$ cat config.mk
export PLATFORM = sky130hd
export DESIGN_NAME = cache_mem_arbiter_flat
export DESIGN_NICKNAME = d
export VERILOG_FILES = /design/src/rtl/cache_mem_arbiter_if.sv /design/src/rtl/cache_mem_arbiter.sv /design/src/flat_wrapper.sv
export SDC_FILE = /design/constraint.sdc
export NUM_CORES = 1
export LEC_CHECK = 0
export CAP_MARGIN = 10
export CELL_PAD_IN_SITES_DETAIL_PLACEMENT = 0
export CELL_PAD_IN_SITES_GLOBAL_PLACEMENT = 2
export CORE_MARGIN = 1.5
export CORE_UTILIZATION = 34
export CTS_BUF_LIST = sky130_fd_sc_hd__clkbuf_16
export DETAILED_ROUTE_END_ITERATION = 12
export DONT_BUFFER_PORTS = 1
export PLACE_DENSITY = 0.85
export SKIP_LAST_GASP = 1
export SLEW_MARGIN = 20
export SYNTH_ARGS = -nofsm -noshare
export SYNTH_HDL_FRONTEND = slang
export SYNTH_SLANG_ARGS = --single-unit
$ cat constraint.sdc
create_clock -name clock_i -period 1.9 [get_ports clock_i]
set_input_delay 0.38 -clock clock_i [delete_from_list [all_inputs] [get_ports clock_i]]
set_output_delay 0.38 -clock clock_i [all_outputs]
set_load 0.005 [all_outputs]
$ cat src/rtl/cache_mem_arbiter_if.sv
// Cache-controller / external-memory handshake bundle shared by the arbiter and its users.
// The slave modport is the arbiter's view; the master modport is the caches + memory side.
interface cache_mem_arbiter_if #(
  parameter int N_PORTS      = 2,
  parameter int BW_WORD_ADDR = 30
);
  logic [N_PORTS-1:0]              req_i;
  logic [N_PORTS-1:0]              req_block_i;
  logic [N_PORTS-1:0]              rw_i;
  logic [N_PORTS*BW_WORD_ADDR-1:0] addr_i;
  logic [N_PORTS-1:0]              ready_o;
  logic [N_PORTS-1:0]              rd_valid_o;
  logic [31:0]                     rd_data_o;
  logic [N_PORTS-1:0]              wr_valid_i;
  logic [N_PORTS*32-1:0]           wr_data_i;
  logic [N_PORTS-1:0]              wr_ack_o;
  logic                            mem_ready_i;
  logic                            mem_req_o;
  logic                            mem_req_block_o;
  logic                            mem_rw_o;
  logic [BW_WORD_ADDR-1:0]         mem_addr_o;
  logic                            mem_rd_valid_i;
  logic [31:0]                     mem_rd_data_i;
  logic                            mem_wr_valid_o;
  logic [31:0]                     mem_wr_data_o;
  logic                            mem_wr_ack_i;

  modport slave (
    input  req_i, req_block_i, rw_i, addr_i, wr_valid_i, wr_data_i,
    input  mem_ready_i, mem_rd_valid_i, mem_rd_data_i, mem_wr_ack_i,
    output ready_o, rd_valid_o, rd_data_o, wr_ack_o,
    output mem_req_o, mem_req_block_o, mem_rw_o, mem_addr_o, mem_wr_valid_o, mem_wr_data_o
  );

  modport master (
    output req_i, req_block_i, rw_i, addr_i, wr_valid_i, wr_data_i,
    output mem_ready_i, mem_rd_valid_i, mem_rd_data_i, mem_wr_ack_i,
    input  ready_o, rd_valid_o, rd_data_o, wr_ack_o,
    input  mem_req_o, mem_req_block_o, mem_rw_o, mem_addr_o, mem_wr_valid_o, mem_wr_data_o
  );
endinterface

$ cat src/rtl/cache_mem_arbiter.sv
// Round-robin arbiter sharing one external-memory port between N_PORTS cache controllers.
// Latches one command per port, issues the winner downstream and steers its data until done.
//
//   state    | meaning
//   ---------+-----------------------------------------------------------
//   ST_IDLE  | no transfer outstanding; pick next pending port when memory ready
//   ST_READ  | read transfer in flight; memory read words routed to grant_q
//   ST_WRITE | write transfer in flight; grant_q's write words routed to memory
module cache_mem_arbiter #(
  parameter int N_PORTS      = 2,
  parameter int BW_PORTS     = 1,
  parameter int BW_WORD_ADDR = 30,
  parameter int BW_BLOCK     = 4
) (
  input logic                clock_i,
  input logic                resetn_i,
  cache_mem_arbiter_if.slave bus
);

  typedef enum logic [1:0] {ST_IDLE, ST_READ, ST_WRITE} state_t;

  state_t                  state_q, state_d;
  logic [N_PORTS-1:0]      pend_q, pend_d;
  logic [N_PORTS-1:0]      blk_q, blk_d;
  logic [N_PORTS-1:0]      rw_q, rw_d;
  logic [BW_WORD_ADDR-1:0] addr_q [N_PORTS];
  logic [BW_WORD_ADDR-1:0] addr_d [N_PORTS];
  logic [BW_PORTS-1:0]     grant_q, grant_d;
  logic [BW_PORTS-1:0]     last_grant_q, last_grant_d;
  logic [BW_BLOCK:0]       cnt_q, cnt_d;
  logic                    mem_req_q, mem_req_d;
  logic                    mem_blk_q, mem_blk_d;
  logic                    mem_rw_q, mem_rw_d;
  logic [BW_WORD_ADDR-1:0] mem_addr_q, mem_addr_d;

  logic [BW_PORTS-1:0]     pick;
  logic [BW_PORTS-1:0]     rr_idx;
  logic                    pick_vld;
  logic [BW_BLOCK:0]       last_word;
  logic [N_PORTS-1:0]      rd_valid_c;
  logic [31:0]             rd_data_c;
  logic [N_PORTS-1:0]      wr_ack_c;
  logic                    mem_wr_valid_c;
  logic [31:0]             mem_wr_data_c;

  // Scan offsets from farthest to nearest so the first pending port after last_grant wins.
  always_comb begin
    pick     = last_grant_q;
    pick_vld = 1'b0;
    rr_idx   = '0;
    for (int i = N_PORTS; i >= 1; i--) begin
      rr_idx = BW_PORTS'((int'(last_grant_q) + i) % N_PORTS);
      if (pend_q[rr_idx]) begin
        pick_vld = 1'b1;
        pick     = rr_idx;
      end
    end
  end

  // The transfer length follows the block flag of the command currently issued.
  assign last_word = mem_blk_q ? {1'b0, {BW_BLOCK{1'b1}}} : '0;

  always_comb begin
    state_d        = state_q;
    pend_d         = pend_q;
    blk_d          = blk_q;
    rw_d           = rw_q;
    addr_d         = addr_q;
    grant_d        = grant_q;
    last_grant_d   = last_grant_q;
    cnt_d          = cnt_q;
    mem_req_d      = 1'b0;
    mem_blk_d      = mem_blk_q;
    mem_rw_d       = mem_rw_q;
    mem_addr_d     = mem_addr_q;
    rd_valid_c     = '0;
    rd_data_c      = '0;
    wr_ack_c       = '0;
    mem_wr_valid_c = 1'b0;
    mem_wr_data_c  = '0;

    for (int k = 0; k < N_PORTS; k++) begin
      if (bus.req_i[k] && !pend_q[k]) begin
        pend_d[k] = 1'b1;
        blk_d[k]  = bus.req_block_i[k];
        rw_d[k]   = bus.rw_i[k];
        addr_d[k] = bus.addr_i[k*BW_WORD_ADDR +: BW_WORD_ADDR];
      end
    end

    case (state_q)
      ST_IDLE: begin
        if (bus.mem_ready_i && pick_vld) begin
          pend_d[pick] = 1'b0;
          mem_req_d    = 1'b1;
          mem_blk_d    = blk_q[pick];
          mem_rw_d     = rw_q[pick];
          mem_addr_d   = addr_q[pick];
          grant_d      = pick;
          last_grant_d = pick;
          cnt_d        = '0;
          state_d      = rw_q[pick] ? ST_WRITE : ST_READ;
        end
      end
      ST_READ: begin
        rd_data_c           = bus.mem_rd_data_i;
        rd_valid_c[grant_q] = bus.mem_rd_valid_i;
        if (bus.mem_rd_valid_i) begin
          if (cnt_q == last_word) begin
            cnt_d   = '0;
            state_d = ST_IDLE;
          end else begin
            cnt_d = cnt_q + 1'b1;
          end
        end
      end
      ST_WRITE: begin
        mem_wr_valid_c    = bus.wr_valid_i[grant_q];
        mem_wr_data_c     = bus.wr_data_i[32*int'(grant_q) +: 32];
        wr_ack_c[grant_q] = bus.mem_wr_ack_i;
        if (bus.mem_wr_ack_i) begin
          if (cnt_q == last_word) begin
            cnt_d   = '0;
            state_d = ST_IDLE;
          end else begin
            cnt_d = cnt_q + 1'b1;
          end
        end
      end
      default: state_d = ST_IDLE;
    endcase
  end

  always_ff @(posedge clock_i or negedge resetn_i) begin
    if (!resetn_i) begin
      state_q      <= ST_IDLE;
      pend_q       <= '0;
      blk_q        <= '0;
      rw_q         <= '0;
      for (int k = 0; k < N_PORTS; k++) addr_q[k] <= '0;
      grant_q      <= '0;
      last_grant_q <= BW_PORTS'(N_PORTS - 1);
      cnt_q        <= '0;
      mem_req_q    <= 1'b0;
      mem_blk_q    <= 1'b0;
      mem_rw_q     <= 1'b0;
      mem_addr_q   <= '0;
    end else begin
      state_q      <= state_d;
      pend_q       <= pend_d;
      blk_q        <= blk_d;
      rw_q         <= rw_d;
      addr_q       <= addr_d;
      grant_q      <= grant_d;
      last_grant_q <= last_grant_d;
      cnt_q        <= cnt_d;
      mem_req_q    <= mem_req_d;
      mem_blk_q    <= mem_blk_d;
      mem_rw_q     <= mem_rw_d;
      mem_addr_q   <= mem_addr_d;
    end
  end

  assign bus.ready_o         = ~pend_q;
  assign bus.rd_valid_o      = rd_valid_c;
  assign bus.rd_data_o       = rd_data_c;
  assign bus.wr_ack_o        = wr_ack_c;
  assign bus.mem_req_o       = mem_req_q;
  assign bus.mem_req_block_o = mem_blk_q;
  assign bus.mem_rw_o        = mem_rw_q;
  assign bus.mem_addr_o      = mem_addr_q;
  assign bus.mem_wr_valid_o  = mem_wr_valid_c;
  assign bus.mem_wr_data_o   = mem_wr_data_c;

endmodule

$ cat src/flat_wrapper.sv
// flat-port wrapper written by rule: the top's interface ports become plain ports
module cache_mem_arbiter_flat 
#(
  parameter int N_PORTS      = 2,
  parameter int BW_PORTS     = 1,
  parameter int BW_WORD_ADDR = 30,
  parameter int BW_BLOCK     = 4
)
  (clock_i, resetn_i, bus_req_i, bus_req_block_i, bus_rw_i, bus_addr_i, bus_wr_valid_i, bus_wr_data_i, bus_mem_ready_i, bus_mem_rd_valid_i, bus_mem_rd_data_i, bus_mem_wr_ack_i, bus_ready_o, bus_rd_valid_o, bus_rd_data_o, bus_wr_ack_o, bus_mem_req_o, bus_mem_req_block_o, bus_mem_rw_o, bus_mem_addr_o, bus_mem_wr_valid_o, bus_mem_wr_data_o);
  cache_mem_arbiter_if #(.N_PORTS(N_PORTS), .BW_WORD_ADDR(BW_WORD_ADDR)) bus_i ();
  input logic clock_i;
  input logic resetn_i;
  input wire logic [$bits(bus_i.req_i)-1:0] bus_req_i;
  input wire logic [$bits(bus_i.req_block_i)-1:0] bus_req_block_i;
  input wire logic [$bits(bus_i.rw_i)-1:0] bus_rw_i;
  input wire logic [$bits(bus_i.addr_i)-1:0] bus_addr_i;
  input wire logic [$bits(bus_i.wr_valid_i)-1:0] bus_wr_valid_i;
  input wire logic [$bits(bus_i.wr_data_i)-1:0] bus_wr_data_i;
  input wire logic [$bits(bus_i.mem_ready_i)-1:0] bus_mem_ready_i;
  input wire logic [$bits(bus_i.mem_rd_valid_i)-1:0] bus_mem_rd_valid_i;
  input wire logic [$bits(bus_i.mem_rd_data_i)-1:0] bus_mem_rd_data_i;
  input wire logic [$bits(bus_i.mem_wr_ack_i)-1:0] bus_mem_wr_ack_i;
  output wire logic [$bits(bus_i.ready_o)-1:0] bus_ready_o;
  output wire logic [$bits(bus_i.rd_valid_o)-1:0] bus_rd_valid_o;
  output wire logic [$bits(bus_i.rd_data_o)-1:0] bus_rd_data_o;
  output wire logic [$bits(bus_i.wr_ack_o)-1:0] bus_wr_ack_o;
  output wire logic [$bits(bus_i.mem_req_o)-1:0] bus_mem_req_o;
  output wire logic [$bits(bus_i.mem_req_block_o)-1:0] bus_mem_req_block_o;
  output wire logic [$bits(bus_i.mem_rw_o)-1:0] bus_mem_rw_o;
  output wire logic [$bits(bus_i.mem_addr_o)-1:0] bus_mem_addr_o;
  output wire logic [$bits(bus_i.mem_wr_valid_o)-1:0] bus_mem_wr_valid_o;
  output wire logic [$bits(bus_i.mem_wr_data_o)-1:0] bus_mem_wr_data_o;
  assign bus_i.req_i = bus_req_i;
  assign bus_i.req_block_i = bus_req_block_i;
  assign bus_i.rw_i = bus_rw_i;
  assign bus_i.addr_i = bus_addr_i;
  assign bus_i.wr_valid_i = bus_wr_valid_i;
  assign bus_i.wr_data_i = bus_wr_data_i;
  assign bus_i.mem_ready_i = bus_mem_ready_i;
  assign bus_i.mem_rd_valid_i = bus_mem_rd_valid_i;
  assign bus_i.mem_rd_data_i = bus_mem_rd_data_i;
  assign bus_i.mem_wr_ack_i = bus_mem_wr_ack_i;
  assign bus_ready_o = bus_i.ready_o;
  assign bus_rd_valid_o = bus_i.rd_valid_o;
  assign bus_rd_data_o = bus_i.rd_data_o;
  assign bus_wr_ack_o = bus_i.wr_ack_o;
  assign bus_mem_req_o = bus_i.mem_req_o;
  assign bus_mem_req_block_o = bus_i.mem_req_block_o;
  assign bus_mem_rw_o = bus_i.mem_rw_o;
  assign bus_mem_addr_o = bus_i.mem_addr_o;
  assign bus_mem_wr_valid_o = bus_i.mem_wr_valid_o;
  assign bus_mem_wr_data_o = bus_i.mem_wr_data_o;
  cache_mem_arbiter #(.N_PORTS(N_PORTS), .BW_PORTS(BW_PORTS), .BW_WORD_ADDR(BW_WORD_ADDR), .BW_BLOCK(BW_BLOCK)) u_core (.clock_i(clock_i), .resetn_i(resetn_i), .bus(bus_i));
endmodule
==> results by group <==
Outcome
  • Status: complete, but fails checks
  • Failing checks: hold timing, setup timing

Floorplanning
  • Core ar.: 15,200 um^2
  • Initial core utilization: 34.9%
  • Die Width: 128 um
  • Io pins: 273
  • Die footprint: 16,400 um^2
  • Rows: 45
  • Die height: 128 um

Setup path
  • Crit path DAT: 1.55 ns
  • Setup slack, reg-to-reg: 0.03 ns
  • FF-to-FF Start: u_core.state_q[1]
  • CP Class: flop to primary output
  • Critical Path RT: 1.52 ns
  • Crit end category: primary output
  • Reg2Reg Depth: 6
  • Crit path max fanout: 16
  • Startpoint types: flop
  • Capturing point of the worst reg2reg path: u_core.cnt_q[3]

Routing
  • DRC: 0
  • Routed Antenna Nets: 0
  • Vias: 3,502
  • Final wirelength: 14.2 mm
  • DR iter-0 viols: 120
  • Pre-Repair DR Iteration Count: 6
  • Drt wl/cell: 21.7 um
  • Vias per cell: 5.34

GRT
  • Largest net degree at the start of global routing: 109
  • Global route overflow: 0
  • Vias in the first global route: 3,701
  • Initial antenna violation count: 3
  • First-pass GRT wire length: 20.7 mm
  • Total Routing Usage GR: 16.8%

Final layout
  • Non-filler cells, final: 656
  • Area Overhead vs Synth: 16.9%
  • NumNets Final: 637
  • ANT cells: 0
  • Layout cells sized above 1: 27.6%
  • Layout fillers: 1,454

Power
  • Leakage Power: 2.79 nW
  • Pwr dens: 1690 nW/um^2
  • Worst IR Drop VDD: 716 uV

CTS
  • CTS Buf Count: 9
  • Clock Pin Slew Worst Setup and Hold Paths: 0.08 ns
  • Clk Latency, worst-skew pair: 0.33 ns
  • Htree depth: 3
  • Clock root cell: clkbuf_16
  • CTS Sinks: 108
  • Clock tree buffer depth: 2
  • CTS tree: done

Timing
  • Final hold vios: 108
  • Setup_tns: -0.0280 ns
  • Final period util: 101%
  • FMAX: 519 MHz
  • RSZ-0062 raised after global routing: true
  • Finish-stage setup viols: 2
  • Setup WS post-layout: -0.0275 ns
  • Clock Skews: 0.0107 ns
  • Minimum clock period: 1.93 ns
  • Slew headroom: 73.4%
  • Worst slew pin tran: 0.398 ns
  • Hold Slack: -0.269 ns
  • Slew Limit Fails: 0

Job
  • Max-cap viol count: 0

Placement
  • HPWL after DPL: 10.6 mm
  • Gpl congestion: 0.842
  • Placed Cells incl. Taps: 631
  • Port Buffers: 0

Yosys
  • Mean Syn Cell Area: 11.6 um^2
  • Yosys cell types: 38
  • Cell area after synthesis: 5310 um^2
  • Synth Instances: 458
  • Post-Syn Nets: 632
  • Seq/Total Area, Yosys: 51.0%
  • Post-synthesis register bit count: 108
  • Number of synthesis warnings: 0

Hold path
  • HP Class: input pin to asynchronous set/reset pin
[layout by cell type, fill, tap and decap left out, drive strengths merged, types with 2 or more instances in the layout]
cell type  synthesis  routed
nor2b             36      36
clkbuf            16      11
buf               14      22
bufinv             0       3
and2              32      32
nor2               6       6
dfrtp            107     107
a21oi              4       4
or4                2       2
ha                 5       5
o21ai             32      32
or3                2       2
mux2i             66      66
inv                8      10
a32o               2       2
and3               2       2
nand3              6       6
a21o               2       2
nand2             38      38
mux2              65      65
[what timing repair did]
item / CTS / global route
pin swaps: 0 / 3
setup endpoints to repair: 35 / 66
buffers inserted: 2 / 3
cloned: 2 / 2
hold endpoints to repair: 108 / 108
resized for setup: 13 / 14
[per-stage QoR]
step	setup slack (ns)	cell area [um^2]	util, %	power, mW
3_5_place_dp	0.0351	5620	36.9	8.04
2_1_floorplan	0.00194	5330	-	6.94
3_3_place_gp	0.0886	5620	36.9	7.82
6_report	-0.0275	6200	40.8	10.5
4_1_cts	-0.00502	6080	40.0	10.4
5_1_grt	-0.0472	6200	40.8	11.2
[power by group]
group          leakage, nW  total (mW)  switching (mW)  internal, mW
Sequential            1.30        4.20           0.780          3.42
Combinational         1.32        4.16            1.90          2.25
Clock                0.166        2.13           0.838          1.30
Total                 2.79        10.5            3.52          6.97
[worst max path at each step]
stage                            startpoint                     to  depth (start not counted)
after detailed placement  u_core.state_q[1]        u_core.cnt_q[3]                          6
after CTS                 u_core.state_q[0]  bus_mem_wr_data_o[15]                          4
after floorplan           u_core.state_q[1]        u_core.cnt_q[3]                          7
after global placement    u_core.state_q[1]        u_core.cnt_q[3]                          6
after global routing      u_core.state_q[1]        u_core.cnt_q[3]                          6
final                        u_core.grant_q   bus_mem_wr_data_o[1]                          3
[cells in the mapped netlist (all sizes together)]
library cell | instances | area, um^2
dfrtp | 107 | 2680
mux2i | 66 | 661
mux2 | 65 | 732
nand2 | 38 | 143
nor2b | 36 | 233
and2 | 32 | 200
o21ai | 32 | 164
clkbuf | 16 | 60.1
buf | 14 | 70.1
inv | 8 | 30.0
nand3 | 6 | 30.0
nor2 | 6 | 22.5
ha | 5 | 62.6
a21oi | 4 | 20.0
a21o | 2 | 15.0
a32o | 2 | 20.0
and3 | 2 | 12.5
or3 | 2 | 12.5
or4 | 2 | 15.0
a2111o | 1 | 11.3
a211oi | 1 | 7.51
and2b | 1 | 7.51
dfstp | 1 | 26.3
nand4b | 1 | 8.76
nor3 | 1 | 5.00
nor3b | 1 | 7.51
nor4 | 1 | 6.26
o21bai | 1 | 7.51
o221ai | 1 | 15.0
o22a | 1 | 8.76
o31ai | 1 | 7.51
or2 | 1 | 6.26
[flip-flops by register name, summed over array words and instances (netlist names)]
signal	cells
u_core.state_q	2
u_core.last_grant_q	1
u_core.bus.mem_req_block_o	1
u_core.rw_q	2
u_core.cnt_q	5
u_core.bus.mem_rw_o	1
u_core.grant_q	1
u_core.pend_q	2
u_core.blk_q	2
u_core.bus.mem_req_o	1
u_core.bus.mem_addr_o	30
u_core.addr_q	60
[cell families (layout without fill, tap and decap cells)]
| kind of cell | count (synthesis) | after routing | synth area share [%] |
|---|---|---|---|
| AOI/OAI and AO/OA | 46 | 46 | 5.21 |
| adders and majority gates | 5 | 5 | 1.18 |
| buffers and inverters | 38 | 48 | 3.02 |
| DFF | 108 | 108 | 51.0 |
| muxes | 131 | 131 | 26.2 |
| and+or+nand+nor | 130 | 130 | 13.4 |
[worst max-delay path, stage by stage, from the launching register on]
cell	delay (ns)
dfrtp_2	0.54
buf_12	0.21
mux2i_1	0.33
nor2b_1	0.12
[per-layer routing]
metal  global-route usage [%]  wire (um)
met1                     18.2       5240
met2                     29.2       7180
met3                     8.10       1580
met4                     4.49        194
met5                        0         41
[final cells by class]
| type | count | area (um^2) | area share, % |
|---|---|---|---|
| Timing Repair Buffer | 24 | 338 | 5.45 |
| Tap cell | 188 | 235 | 3.79 |
| Clock buffer | 9 | 225 | 3.63 |
| Sequential cell | 108 | 2710 | 43.6 |
| Clock inverter | 7 | 120 | 1.94 |
| Multi-Input combinational cell | 312 | 2550 | 41.1 |
| Inverter | 8 | 30.0 | 0.484 |
Note: power is estimated with default switching activity, not from simulation.
